===== src/rtl/if_fetch_buffer.sv =====
// Fetch stage: requests instruction memory at the current PC and queues responses for decode.
// Optional macro FETCH_BUF_BYPASS_EN forwards a response straight to decode when the queue is empty.
module if_fetch_buffer #(
  parameter int WIDTH = 32,
  parameter int DEPTH = 4
) (
  input  logic             i_clk,
  input  logic             i_rst,
  input  logic [WIDTH-1:0] i_pc,
  output logic             o_stall,
  output logic             o_imem_req,
  output logic [WIDTH-1:0] o_imem_addr,
  input  logic [31:0]      i_imem_rdata,
  input  logic             i_flush,
  output logic             o_valid,
  output logic [31:0]      o_instr,
  output logic [WIDTH-1:0] o_instr_pc,
  input  logic             i_ready
);

  localparam int PW = (DEPTH > 1) ? $clog2(DEPTH) : 1;
  localparam int CW = $clog2(DEPTH + 1);

  logic [31:0]      instr_mem [DEPTH];
  logic [WIDTH-1:0] pc_mem    [DEPTH];
  logic [PW-1:0]    rd_ptr;
  logic [PW-1:0]    wr_ptr;
  logic [CW-1:0]    count;
  logic             inflight_q;
  logic [WIDTH-1:0] inflight_pc_q;
  logic [CW:0]      occ;
  logic             full;
  logic             bypass;
  logic             push;
  logic             fifo_pop;

  // A slot is reserved at request time, so occupancy counts the in-flight fetch.
  assign occ  = {1'b0, count} + {{CW{1'b0}}, inflight_q};
  assign full = occ >= (CW+1)'(DEPTH);

  assign o_stall     = !i_rst & !i_flush & full;
  assign o_imem_req  = !i_rst & !i_flush & !full;
  assign o_imem_addr = i_pc;

`ifdef FETCH_BUF_BYPASS_EN
  assign bypass = (count == '0) & inflight_q;
`else
  assign bypass = 1'b0;
`endif

  assign o_valid    = !i_rst & !i_flush & ((count != '0) | bypass);
  assign o_instr    = bypass ? i_imem_rdata : instr_mem[rd_ptr];
  assign o_instr_pc = bypass ? inflight_pc_q : pc_mem[rd_ptr];

  assign fifo_pop = o_valid & i_ready & !bypass;
  assign push     = inflight_q & !i_flush & !(bypass & i_ready);

  always_ff @(posedge i_clk) begin
    if (i_rst || i_flush) begin
      rd_ptr     <= '0;
      wr_ptr     <= '0;
      count      <= '0;
      inflight_q <= 1'b0;
    end else begin
      inflight_q <= o_imem_req;
      if (push) begin
        wr_ptr <= wr_ptr + PW'(1);
      end
      if (fifo_pop) begin
        rd_ptr <= rd_ptr + PW'(1);
      end
      unique case (1'b1)
        push & !fifo_pop: count <= count + CW'(1);
        fifo_pop & !push: count <= count - CW'(1);
        default: ;
      endcase
    end
  end

  always_ff @(posedge i_clk) begin
    if (o_imem_req) begin
      inflight_pc_q <= i_pc;
    end
    if (push && !i_rst) begin
      instr_mem[wr_ptr] <= i_imem_rdata;
      pc_mem[wr_ptr]    <= inflight_pc_q;
    end
  end

endmodule

===== config.mk =====
export PLATFORM = sky130hd
export DESIGN_NAME = if_fetch_buffer
export DESIGN_NICKNAME = d
export VERILOG_FILES = /design/src/rtl/if_fetch_buffer.sv
export SDC_FILE = /design/constraint.sdc
export NUM_CORES = 1
export LEC_CHECK = 0
export BUFFER_PORTS_ARGS = -buffer_cell sky130_fd_sc_hd__buf_2
export CORE_ASPECT_RATIO = 2
export CORE_MARGIN = 2
export CORE_UTILIZATION = 30
export DETAILED_ROUTE_END_ITERATION = 8
export HOLD_SLACK_MARGIN = 0.1
export PLACE_DENSITY = 0.55
export SLEW_MARGIN = 10
export SYNTH_ARGS = -nofsm -noshare
export SYNTH_HDL_FRONTEND = slang
export SYNTH_SLANG_ARGS = --single-unit

===== constraint.sdc =====
create_clock -name i_clk -period 2.96 [get_ports i_clk]
set_input_delay 0.444 -clock i_clk [delete_from_list [all_inputs] [get_ports i_clk]]
set_output_delay 0.444 -clock i_clk [all_outputs]
set_load 0.02 [all_outputs]

==> flow_metrics.env <==
export IMPL_core_area_sq_mm=0.0363
export IMPL_setup_tns_ns=0
export IMPL_ant_nets=0
export IMPL_fmax_mhz=398
export IMPL_ir_worst_vdd_mv=0.459
export IMPL_start_kind="flop"
export IMPL_cp_required_ns=2.52
export IMPL_drive_gt1_share_pct=42.9
export IMPL_status="finished, final reports clean"
export IMPL_synth_common_cells="288 x edfxtp_1, 60 x mux4_2, 32 x buf_4"
export IMPL_cp_end_kind="primary output"
export IMPL_clock_path_buffers=3
export IMPL_hold_buffers=27
export IMPL_multi_input_comb_area_sq_mm=0.00176
export IMPL_totalWireLength_um=22300
export IMPL_cts_sinks=298
export IMPL_synthFlopType="edfxtp_1"
export IMPL_synth_cells=455
export IMPL_drt_pass1_iter_count=4
export IMPL_r2r_slack_ns=0.91
export IMPL_min_from="i_imem_rdata[18]"
export IMPL_final_max_slew_viol_count=0
export IMPL_reg2reg_depth=8
export IMPL_ys_ff_latch=298
export IMPL_hold_viol_final=0
export IMPL_fin_cells=1114
export IMPL_grt_pass1_wl_um=32900
export IMPL_hold_depth=1
export IMPL_clkSlewWorstSetupHoldPaths_ns=0.06
export IMPL_worstMarginPinSlew_ns=0.494
export IMPL_die_h_um=275
export IMPL_post_drt_via_cell_ratio=4.48
export IMPL_power_density_mw_per_mm2=629
export IMPL_synth_area_leader_cell="edfxtp_1"
export IMPL_r2r_start="count[1]"
export IMPL_synth_compound_area_share_pct=0.341
export IMPL_synth_nets=529
export IMPL_synth_top_area_share_pct=78.5
export IMPL_rsz0062_at_grt="no"
export IMPL_start_util_pct=30.4
export IMPL_synth_seq_area_share_pct=80.3
export IMPL_vias=4987
export IMPL_clk_insertion_delay_late_ns=0.53
export IMPL_cts_root_buffer="clkbuf_16"
export IMPL_wl_per_cell_um=20.0
export IMPL_globalRouteTotalUtil_pct=11.4
export IMPL_first_global_vias=5634
export IMPL_drt_iter0_drc=264
export IMPL_area_growth_pct=21.2
export IMPL_yosysMostFrequentCell="edfxtp_1"
export IMPL_synth_simple_gate_area_share_pct=0.965
export IMPL_cts_tree="done"
export IMPL_synth_edf_count=288
export IMPL_dpl_hpwl_um=14000
export IMPL_row_count=99
export IMPL_ctsResizeCount=0
export IMPL_leakage_nw=4.41
export IMPL_die_area_sq_mm=0.0384
export IMPL_ys_async_sr_fraction_pct=0
export IMPL_cts_buffers=27
export IMPL_synth_area_per_cell_sq_um=24.2
export IMPL_worstHoldEndpoint="instr_mem[0][18]"
export IMPL_post_route_period_util_pct=85.0
export IMPL_synth_cell_area_sq_mm=0.0110
export IMPL_cp_data_arrival_time_ns=2.07
export IMPL_cts_max_level=1
export IMPL_post_synth_fa_ha_maj_area_fraction_pct=0.749
export IMPL_portBuffers=166
export IMPL_grt_max_degree=65
export IMPL_dp_cells=1040
export IMPL_max_slew_margin_pct=67.0
export IMPL_fin_crit_ns=2.51
export IMPL_critPathMaxFanout=12
export IMPL_antenna_found_initial=1
export IMPL_synth_area_leaders="edfxtp_1 78%, mux4_2 12%, buf_4 2.2%"
export IMPL_pin_count=167
export IMPL_synth_xor_area_share_pct=0.397
export IMPL_finClkSkew_ns=0.0171
export IMPL_yosysUniqueCellTypes=28
export IMPL_yosys_warnings=0
export IMPL_drc=0
export IMPL_nFillCells=3324
export IMPL_fin_nets=716
export IMPL_die_w_um=140
export IMPL_grt_ovfl_total=0
export IMPL_synth_top_family_by_area="multiplexers"
export IMPL_hp_class="in2reg"
export IMPL_path_class="reg2out"
export IMPL_seq_area_sq_mm=0.00886
export IMPL_cts_setup_buffers=0
export IMPL_setup_violations=0
export IMPL_cap_violations=0
export IMPL_reg2reg_to="count[2]"
export IMPL_place_gp_congestion=0.751
export IMPL_muxShareOfSynthArea_pct=13.3
-- state kept, by name (all words and copies together) (netlist names), named ones only --
| name | cells |
|---|---|
| inflight_q | 1 |
| rd_ptr | 2 |
| pc_mem | 128 |
| inflight_pc_q | 32 |
| count | 3 |
| wr_ptr | 2 |
| instr_mem | 128 |
-- final cells by class --
class	count	share of cell area, %
clock buffer	34	5.26
tap	454	4.25
multi-input combinational	104	13.2
clock inverter	12	1.23
inverter	5	0.141
antenna	1	0.0187
sequential	298	66.3
timing repair buffer	206	9.63
-- worst max path at each step --
stage,slack (ns),from,cells past startpoint,endpoint
finish,0.45,flop,3,o_instr[31]
global route,0.32,flop,3,o_instr[31]
CTS,0.36,flop,3,o_instr[31]
detailed placement,0.57,i_rst,9,count[2]
global placement,0.62,i_rst,9,count[2]
floorplan,0.32,i_rst,2,instr_mem[0][0]
-- cell usage in the layout, fill, tap and decap left out, types with 2 or more instances in the layout --
master	Yosys	routed
edfxtp_1	288	288
buf_2	6	166
mux4_2	60	60
clkbuf_16	0	27
dlygate4sd3_1	0	27
nor2_1	12	12
dfxtp_1	10	8
clkbuf_1	2	7
buf_12	6	7
buf_4	32	6
inv_1	5	5
ha_1	5	5
mux4_1	4	4
and3_4	0	4
xor2_1	4	4
bufinv_16	0	4
clkinv_1	0	3
clkinv_2	0	3
a21oi_1	2	2
dfxtp_4	0	2
clkinv_4	0	2
-- layer usage --
metal	global-route usage [%]	share of wire (%)	up-vias
li1	-	-	2224
met1	11.2	35	2583
met2	23.1	58	140
met3	1.91	4.3	40
met4	4.73	3.1	0
met5	0	0	-
-- critical path, stage by stage (launching register included) --
cell and delay [ns]:
dfxtp_4 0.49, buf_4 0.31, mux4_1 0.57, buf_2 0.18
-- where the power goes --
group | switching [mW] | total (mW) | internal [mW]
combinational | 0.155 | 0.268 | 0.112
clock | 1.43 | 3.45 | 2.02
sequential | 0.0243 | 4.68 | 4.66
total | 1.61 | 8.40 | 6.79
-- per-stage QoR --
| step | power (mW) | hold slack (ns) | util [%] | cell area [sq um] | setup WS [ns] |
|---|---|---|---|---|---|
| 2_1_floorplan | 4.91 | 0.459 | - | 11000 | 0.316 |
| 4_1_cts | 8.53 | 0.104 | 36.8 | 13400 | 0.363 |
| 3_3_place_gp | 5.01 | 0.465 | 33.7 | 12200 | 0.615 |
| 3_5_place_dp | 5.02 | 0.486 | 33.7 | 12200 | 0.573 |
| 6_report | 8.40 | 0.134 | 36.8 | 13400 | 0.445 |
| 5_1_grt | 8.70 | 0.106 | 36.8 | 13400 | 0.315 |
-- cells by family (layout without fill, tap and decap cells) --
kind of cell,Yosys count,in the layout
AOI/OAI and AO/OA,6,6
xor gates and xnor gates,5,5
adders and majority gates,6,6
buffers and inverters,53,257
DFF,298,298
muxes,65,65
other,0,1
and+or+nand+nor,22,22
(Power assumes the default switching activity.)
